===== src/rtl/pke_in_arb_pkg.sv =====
// Shared definitions for the packet-atomic PKE input arbiter: beat tags,
// FSM states, beat width and the inport metadata field bounds.
package pke_in_arb_pkg;

  localparam int PKT_W     = 134;
  localparam int TAG_HI    = 133;
  localparam int TAG_LO    = 132;
  localparam int INPORT_HI = 125;
  localparam int INPORT_LO = 120;

  localparam logic [1:0] TAG_HEAD = 2'b01;
  localparam logic [1:0] TAG_BODY = 2'b11;
  localparam logic [1:0] TAG_TAIL = 2'b10;

  typedef logic [PKT_W-1:0] pkt_beat_t;

  typedef enum logic [1:0] {
    IDLE_S  = 2'd0,
    TRANS_S = 2'd1,
    DROP_S  = 2'd2
  } arb_state_e;

  function automatic logic [1:0] beat_tag(input pkt_beat_t beat);
    return beat[TAG_HI:TAG_LO];
  endfunction

endpackage


===== src/rtl/pke_in_arb_if.sv =====
// Ingress FIFO pairs, PKE output stream and counters of pke_in_arb.
// master = ingress/downstream environment, slave = the arbiter.
interface pke_in_arb_if;
  import pke_in_arb_pkg::*;

  pkt_beat_t   in_arb_data [4];
  logic [3:0]  in_arb_data_empty;
  logic [3:0]  out_arb_data_rd;
  logic [3:0]  in_arb_valid_empty;
  logic [3:0]  out_arb_valid_rd;
  logic        in_pke_alf;
  pkt_beat_t   out_pke_data;
  logic        out_pke_data_wr;
  logic        out_pke_valid;
  logic        out_pke_valid_wr;
  logic [63:0] esw_arb_pkt_cnt;
  logic [15:0] esw_arb_err_cnt;

  modport master (
    output in_arb_data, in_arb_data_empty, in_arb_valid_empty, in_pke_alf,
    input  out_arb_data_rd, out_arb_valid_rd, out_pke_data, out_pke_data_wr,
           out_pke_valid, out_pke_valid_wr, esw_arb_pkt_cnt, esw_arb_err_cnt
  );

  modport slave (
    input  in_arb_data, in_arb_data_empty, in_arb_valid_empty, in_pke_alf,
    output out_arb_data_rd, out_arb_valid_rd, out_pke_data, out_pke_data_wr,
           out_pke_valid, out_pke_valid_wr, esw_arb_pkt_cnt, esw_arb_err_cnt
  );

endinterface


===== src/rtl/pke_in_arb_rr_sel.sv =====
// pke_rr_sel: combinational 4-way round-robin selector; searches from
// last_i+1 (mod 4) and returns the first requester.
module pke_rr_sel (
  input  logic [3:0] req_i,
  input  logic [1:0] last_i,
  output logic [1:0] gnt_o,
  output logic       any_o
);

  // First requester after last_i, wrapping through all four ports
  always_comb begin
    gnt_o = 2'd0;
    any_o = 1'b0;
    for (int i = 1; i <= 4; i++) begin
      if (!any_o && req_i[last_i + 2'(i)]) begin
        gnt_o = last_i + 2'(i);
        any_o = 1'b1;
      end else begin
        any_o = any_o;
      end
    end
  end

endmodule


===== src/rtl/pke_in_arb.sv =====
// Packet-atomic round-robin arbiter from four ingress FIFO pairs into PKE.
// Optional build macro PKE_ARB_PORT0_PRIO_EN gives port 0 strict priority.
module pke_in_arb
  import pke_in_arb_pkg::*;
#(
  parameter logic [5:0] PORT_BASE = 6'd0
) (
  input logic         clk,
  input logic         rst,
  pke_in_arb_if.slave bus
);

  arb_state_e  state_q, state_d;
  logic [1:0]  grant_q, grant_d;
  logic [1:0]  last_q, last_d;
  logic        first_q, first_d;
  pkt_beat_t   data_q, data_d;
  logic        wr_q, wr_d;
  logic        vld_q, vld_d;
  logic [63:0] pkt_cnt_q, pkt_cnt_d;
  logic [15:0] err_cnt_q, err_cnt_d;
  logic [3:0]  data_rd_s, valid_rd_s;
  logic [3:0]  req_s, rr_req_s;
  logic [1:0]  rr_idx_s, sel_idx_s, sel_last_s;
  logic        rr_any_s, sel_any_s;
  pkt_beat_t   beat_s;
  logic        beat_avail_s;

  assign req_s        = ~bus.in_arb_valid_empty;
  assign beat_s       = bus.in_arb_data[grant_q];
  assign beat_avail_s = ~bus.in_arb_data_empty[grant_q];

  pke_rr_sel u_rr_sel (
    .req_i  (rr_req_s),
    .last_i (last_q),
    .gnt_o  (rr_idx_s),
    .any_o  (rr_any_s)
  );

`ifdef PKE_ARB_PORT0_PRIO_EN
  assign rr_req_s = req_s & 4'b1110;

  // Port 0 bypasses the rotation and leaves last_grant untouched
  always_comb begin
    if (req_s[0]) begin
      sel_idx_s  = 2'd0;
      sel_last_s = last_q;
      sel_any_s  = 1'b1;
    end else begin
      sel_idx_s  = rr_idx_s;
      sel_last_s = rr_idx_s;
      sel_any_s  = rr_any_s;
    end
  end
`else
  assign rr_req_s   = req_s;
  assign sel_idx_s  = rr_idx_s;
  assign sel_last_s = rr_idx_s;
  assign sel_any_s  = rr_any_s;
`endif

  // Next-state, FIFO pops and next output beat
  always_comb begin
    state_d    = state_q;
    grant_d    = grant_q;
    last_d     = last_q;
    first_d    = first_q;
    data_d     = data_q;
    wr_d       = 1'b0;
    vld_d      = 1'b0;
    pkt_cnt_d  = pkt_cnt_q;
    err_cnt_d  = err_cnt_q;
    data_rd_s  = 4'b0000;
    valid_rd_s = 4'b0000;
    case (state_q)
      IDLE_S: begin
        if (!bus.in_pke_alf && sel_any_s) begin
          grant_d = sel_idx_s;
          last_d  = sel_last_s;
          first_d = 1'b1;
          state_d = TRANS_S;
        end else begin
          state_d = IDLE_S;
        end
      end
      TRANS_S: begin
        if (beat_avail_s) begin
          data_rd_s[grant_q] = 1'b1;
          first_d            = 1'b0;
          if (first_q && beat_tag(beat_s) != TAG_HEAD) begin
            // A lone malformed tail beat is already the whole packet
            if (beat_tag(beat_s) == TAG_TAIL) begin
              valid_rd_s[grant_q] = 1'b1;
              err_cnt_d = (err_cnt_q == 16'hFFFF) ? err_cnt_q : err_cnt_q + 16'd1;
              state_d   = IDLE_S;
            end else begin
              state_d = DROP_S;
            end
          end else begin
            wr_d   = 1'b1;
            data_d = beat_s;
            if (first_q) begin
              data_d[INPORT_HI:INPORT_LO] = PORT_BASE + {4'd0, grant_q};
            end else begin
              data_d = beat_s;
            end
            if (beat_tag(beat_s) == TAG_TAIL) begin
              valid_rd_s[grant_q] = 1'b1;
              vld_d     = 1'b1;
              pkt_cnt_d = pkt_cnt_q + 64'd1;
              state_d   = IDLE_S;
            end else begin
              state_d = TRANS_S;
            end
          end
        end else begin
          state_d = TRANS_S;
        end
      end
      DROP_S: begin
        if (beat_avail_s) begin
          data_rd_s[grant_q] = 1'b1;
          if (beat_tag(beat_s) == TAG_TAIL) begin
            valid_rd_s[grant_q] = 1'b1;
            err_cnt_d = (err_cnt_q == 16'hFFFF) ? err_cnt_q : err_cnt_q + 16'd1;
            state_d   = IDLE_S;
          end else begin
            state_d = DROP_S;
          end
        end else begin
          state_d = DROP_S;
        end
      end
      default: begin
        state_d = IDLE_S;
      end
    endcase
  end

  // State, grant bookkeeping, registered outputs and counters
  always_ff @(posedge clk) begin
    if (rst) begin
      state_q   <= IDLE_S;
      grant_q   <= 2'd0;
      last_q    <= 2'd3;
      first_q   <= 1'b0;
      data_q    <= '0;
      wr_q      <= 1'b0;
      vld_q     <= 1'b0;
      pkt_cnt_q <= 64'd0;
      err_cnt_q <= 16'd0;
    end else begin
      state_q   <= state_d;
      grant_q   <= grant_d;
      last_q    <= last_d;
      first_q   <= first_d;
      data_q    <= data_d;
      wr_q      <= wr_d;
      vld_q     <= vld_d;
      pkt_cnt_q <= pkt_cnt_d;
      err_cnt_q <= err_cnt_d;
    end
  end

  assign bus.out_arb_data_rd  = data_rd_s;
  assign bus.out_arb_valid_rd = valid_rd_s;
  assign bus.out_pke_data     = data_q;
  assign bus.out_pke_data_wr  = wr_q;
  assign bus.out_pke_valid    = vld_q;
  assign bus.out_pke_valid_wr = vld_q;
  assign bus.esw_arb_pkt_cnt  = pkt_cnt_q;
  assign bus.esw_arb_err_cnt  = err_cnt_q;

endmodule


===== src/flat_wrapper.sv =====
// flat-port wrapper written by rule: the top's interface ports become plain ports
module pke_in_arb_flat import pke_in_arb_pkg::*;
#(
  parameter logic [5:0] PORT_BASE = 6'd0
)
  (clk, rst, bus_in_arb_data, bus_in_arb_data_empty, bus_in_arb_valid_empty, bus_in_pke_alf, bus_out_arb_data_rd, bus_out_arb_valid_rd, bus_out_pke_data, bus_out_pke_data_wr, bus_out_pke_valid, bus_out_pke_valid_wr, bus_esw_arb_pkt_cnt, bus_esw_arb_err_cnt);
  pke_in_arb_if bus_i ();
  input logic clk;
  input logic rst;
  input wire logic [$bits(bus_i.in_arb_data)-1:0] bus_in_arb_data;
  input wire logic [$bits(bus_i.in_arb_data_empty)-1:0] bus_in_arb_data_empty;
  input wire logic [$bits(bus_i.in_arb_valid_empty)-1:0] bus_in_arb_valid_empty;
  input wire logic [$bits(bus_i.in_pke_alf)-1:0] bus_in_pke_alf;
  output wire logic [$bits(bus_i.out_arb_data_rd)-1:0] bus_out_arb_data_rd;
  output wire logic [$bits(bus_i.out_arb_valid_rd)-1:0] bus_out_arb_valid_rd;
  output wire logic [$bits(bus_i.out_pke_data)-1:0] bus_out_pke_data;
  output wire logic [$bits(bus_i.out_pke_data_wr)-1:0] bus_out_pke_data_wr;
  output wire logic [$bits(bus_i.out_pke_valid)-1:0] bus_out_pke_valid;
  output wire logic [$bits(bus_i.out_pke_valid_wr)-1:0] bus_out_pke_valid_wr;
  output wire logic [$bits(bus_i.esw_arb_pkt_cnt)-1:0] bus_esw_arb_pkt_cnt;
  output wire logic [$bits(bus_i.esw_arb_err_cnt)-1:0] bus_esw_arb_err_cnt;
  assign bus_i.in_arb_data = {>>{bus_in_arb_data}};
  assign bus_i.in_arb_data_empty = bus_in_arb_data_empty;
  assign bus_i.in_arb_valid_empty = bus_in_arb_valid_empty;
  assign bus_i.in_pke_alf = bus_in_pke_alf;
  assign bus_out_arb_data_rd = bus_i.out_arb_data_rd;
  assign bus_out_arb_valid_rd = bus_i.out_arb_valid_rd;
  assign bus_out_pke_data = bus_i.out_pke_data;
  assign bus_out_pke_data_wr = bus_i.out_pke_data_wr;
  assign bus_out_pke_valid = bus_i.out_pke_valid;
  assign bus_out_pke_valid_wr = bus_i.out_pke_valid_wr;
  assign bus_esw_arb_pkt_cnt = bus_i.esw_arb_pkt_cnt;
  assign bus_esw_arb_err_cnt = bus_i.esw_arb_err_cnt;
  pke_in_arb #(.PORT_BASE(PORT_BASE)) u_core (.clk(clk), .rst(rst), .bus(bus_i));
endmodule

===== config.mk =====
export PLATFORM = sky130hd
export DESIGN_NAME = pke_in_arb_flat
export DESIGN_NICKNAME = d
export VERILOG_FILES = /design/src/rtl/pke_in_arb_pkg.sv /design/src/rtl/pke_in_arb_if.sv /design/src/rtl/pke_in_arb_rr_sel.sv /design/src/rtl/pke_in_arb.sv /design/src/flat_wrapper.sv
export SDC_FILE = /design/constraint.sdc
export NUM_CORES = 1
export LEC_CHECK = 0
export ABC_AREA = 0
export CORE_AREA = 2 2 304 306
export CTS_BUF_LIST = sky130_fd_sc_hd__clkbuf_2
export DETAILED_ROUTE_END_ITERATION = 8
export DIE_AREA = 0 0 306 308
export SYNTH_ARGS = -nofsm -noshare
export SYNTH_HDL_FRONTEND = slang
export SYNTH_SLANG_ARGS = --single-unit

===== constraint.sdc =====
create_clock -name clk -period 6.2 [get_ports clk]
set_input_delay 0.62 -clock clk [delete_from_list [all_inputs] [get_ports clk]]
set_output_delay 0.62 -clock clk [all_outputs]
set_load 0.1 [all_outputs]

==> run_results.csv <==
group,metric,value,unit
floorplan,ios,772,
final_layout,register_area,4470,um^2
final_layout,drive_above_1_share,13.7,%
detailed_routing,vias,14100,
logic_synthesis,syn_nets,1870,
detailed_routing,wire_per_inst,23.6,um
logic_synthesis,async_flop_share,0,%
final_layout,area_growth,78.1,%
timing,rsz0062_at_grt,"no",
critical_path,arrival,4.45,ns
critical_path,crit_required,5.58,ns
floorplan,coreArea,91000,um^2
timing,maxSlewViolCount,0,
status,status,"completed",
timing,setup_viol_count_final,0,
run,drv_cap,0,
final_layout,fill_cells,9948,
timing,finalCritPeriodShare,81.9,%
logic_synthesis,synth_edf_count,0,
logic_synthesis,synth_seq_cells,223,
detailed_routing,drt_iter0_markers,1006,
clock_network,cts_tree,"built",
timing,tns,0,ns
placement,gp_congestion,0.851,
logic_synthesis,avgSynthCellArea,9.34,um^2
logic_synthesis,synth-main-ff-cell,"dfxtp_1",
clock_network,clk_pin_slew_worst_paths,0.11,ns
global_routing,grt_max_degree,130,
critical_path,critPathKind,"register to primary output",
logic_synthesis,syn-cell-area,12300,um^2
timing,relSlewSlack,21.4,%
detailed_routing,viasPerCell,4.26,
global_routing,grt_first_pass_wirelength,106,mm
floorplan,die_area,94200,um^2
global_routing,grt_pass1_vias,14000,
clock_network,numCtsBuffers,72,
clock_network,cts_resized,0,
floorplan,die_w,306,um
clock_network,hold_buffers,0,
floorplan,dieHeight,308,um
floorplan,initial_core_util,13.5,%
timing,final.min_clock_period,5.07,ns
detailed_routing,ant_nets,0,
final_layout,multiInputGateArea,7410,um^2
logic_synthesis,seq_area_frac_synth,36.3,%
floorplan,rows,111,
logic_synthesis,synth_cell_types,54,
global_routing,gr-total-overflow,0,
timing,fin_worst_skew,0.0780,ns
clock_network,clock_latency,1.03,ns
logic_synthesis,netlist_instances,1317,
global_routing,gr-usage-all-layers,16.0,%
detailed_routing,drt-total-wl,78.3,mm
clock_network,h-tree-depth,3,
placement,dp_cells,3185,
clock_network,cts_sinks,223,
global_routing,antenna_found_initial,53,
clock_network,cts_buffer_depth,3,
hold_path,hold_class,"input port to register",
detailed_routing,firstDrtPassIters,7,
timing,hold_viol_final,0,
timing,tightest_slew,1.18,ns
placement,io_buffer_count,771,
critical_path,path_max_fanout,29,
critical_path,cp-end-kind,"primary output",
power_and_ir_drop,p_per_area,200,nW/um^2
critical_path,r2r_setup_slack,2.56,ns
timing,fmax,0.197,GHz
power_and_ir_drop,irDropWorstVdd,0.0905,mV
placement,hpwlAfterDp,64.5,mm
logic_synthesis,synth_warnings,0,
final_layout,fin_cells,3310,
critical_path,cp-start-kind,"register",
clock_network,root_buffer,"clkbuf_2",
detailed_routing,drc,0,
clock_network,cts_setup_buffers,0,
final_layout,layout.nets,2626,
power_and_ir_drop,total_leakage_power,7.02,nW
## cell usage in the layout, fill, tap and decap left out, types with 8 or more instances in the layout
cell type,synthesis,final
nand3_1,28,28
nor4_1,14,14
buf_4,1,26
or3_1,22,22
clkinv_1,0,8
and3_1,14,14
xnor2_1,15,15
nand4_1,31,31
mux4_2,134,134
diode_2,0,10
clkdlybuf4s50_1,0,751
or4_1,28,28
o21ai_0,25,25
xor2_1,12,12
o31ai_1,20,20
inv_1,16,16
clkbuf_2,0,96
dfxtp_1,223,221
a21oi_1,188,187
and4_1,8,8
nor3_1,13,13
nor2b_1,9,9
nor2_1,49,49
nand2_1,308,308
## metrics by stage
step | worst slack (ns) | total power (W) | utilization, % | hold slack [ns] | area (um^2)
global route | 0.689 | 0.00462 | 24.1 | 0.168 | 21900
floorplan | 1.39 | 0.00244 | - | 0.526 | 12300
global placement | 1.98 | 0.00311 | 23.3 | 0.441 | 21200
finish | 1.13 | 0.00437 | 24.1 | 0.249 | 21900
detailed placement | 1.98 | 0.00312 | 23.3 | 0.446 | 21200
CTS | 0.917 | 0.00448 | 24.0 | 0.0856 | 21900
## registers in the layout, indices dropped and copies added (netlist names)
name,cells
u_core.bus.out_pke_data,134
u_core.bus.esw_arb_pkt_cnt,64
u_core.bus.esw_arb_err_cnt,16
u_core.grant_q,2
u_core.last_q,2
u_core.state_q,2
u_core.bus.out_pke_data_wr,1
u_core.bus.out_pke_valid,1
u_core.first_q,1
## Yosys cell counts (9+ instances only)
| library cell | n | area share (%) |
|---|---|---|
| nand2_1 | 308 | 9.4 |
| nor4_1 | 14 | 0.71 |
| o21ai_0 | 25 | 1.0 |
| nand4_1 | 31 | 1.6 |
| and3_1 | 14 | 0.71 |
| nor2b_1 | 9 | 0.46 |
| or3_1 | 22 | 1.1 |
| mux4_2 | 134 | 25 |
| dfxtp_1 | 223 | 36 |
| or4_1 | 28 | 1.7 |
| inv_1 | 16 | 0.49 |
| a21oi_1 | 188 | 7.6 |
| xor2_1 | 12 | 0.85 |
| o31ai_1 | 20 | 1.2 |
| nor3_1 | 13 | 0.53 |
| nand3_1 | 28 | 1.1 |
| clkbuf_1 | 88 | 2.7 |
| xnor2_1 | 15 | 1.1 |
| nor2_1 | 49 | 1.5 |
## logic make-up after synthesis
kind of cell / Yosys count / synth area share [%]
AOI/OAI and AO/OA: 254 / 11.3
xor gates and xnor gates: 27 / 1.92
adders and majority gates: 6 / 0.610
buffers and inverters: 116 / 3.70
DFF: 223 / 36.3
muxes: 139 / 25.0
and+or+nand+nor: 552 / 21.2
## power by group
| part | leakage (nW) | internal (W) | switching (W) |
|---|---|---|---|
| combinational | 4.73 | 0.000662 | 0.000861 |
| sequential | 1.81 | 0.00149 | 0.0000549 |
| clock | 0.482 | 0.000544 | 0.000754 |
| total | 7.02 | 0.00270 | 0.00167 |
## critical path: stages (launching register included)
cell and delay, ns:
dfxtp_4 0.70, mux4_2 0.67, and2b_1 0.27, nor2b_1 0.20, nand2_1 0.19, nor3b_1 0.24
clkdlybuf4s50_1 1.16
## area by class of cell
type,instances,share of cell area [%]
clock inverter,19,0.771
antenna,10,0.114
clock buffer,96,2.19
timing repair buffer,782,35.6
inverter,16,0.274
multi-input combinational,978,33.8
tap,1186,6.78
sequential,223,20.4
## layer usage
metal,track usage (%),part of all wire [%]
met5,0,0.49
met4,7.57,4.4
met3,9.50,14
met2,24.0,43
met1,18.0,38
## path summary, 6_finish.rpt
check,from,end,cells past startpoint
max reg2reg,u_core.grant_q[0],u_core.bus.esw_arb_pkt_cnt[63],6
max,u_core.grant_q[0],bus_out_arb_valid_rd[2],6
min,rst,u_core.first_q,2
min reg2reg,u_core.bus.out_pke_data[72],u_core.bus.out_pke_data[72],2
Note: power is estimated with default switching activity, not from simulation.
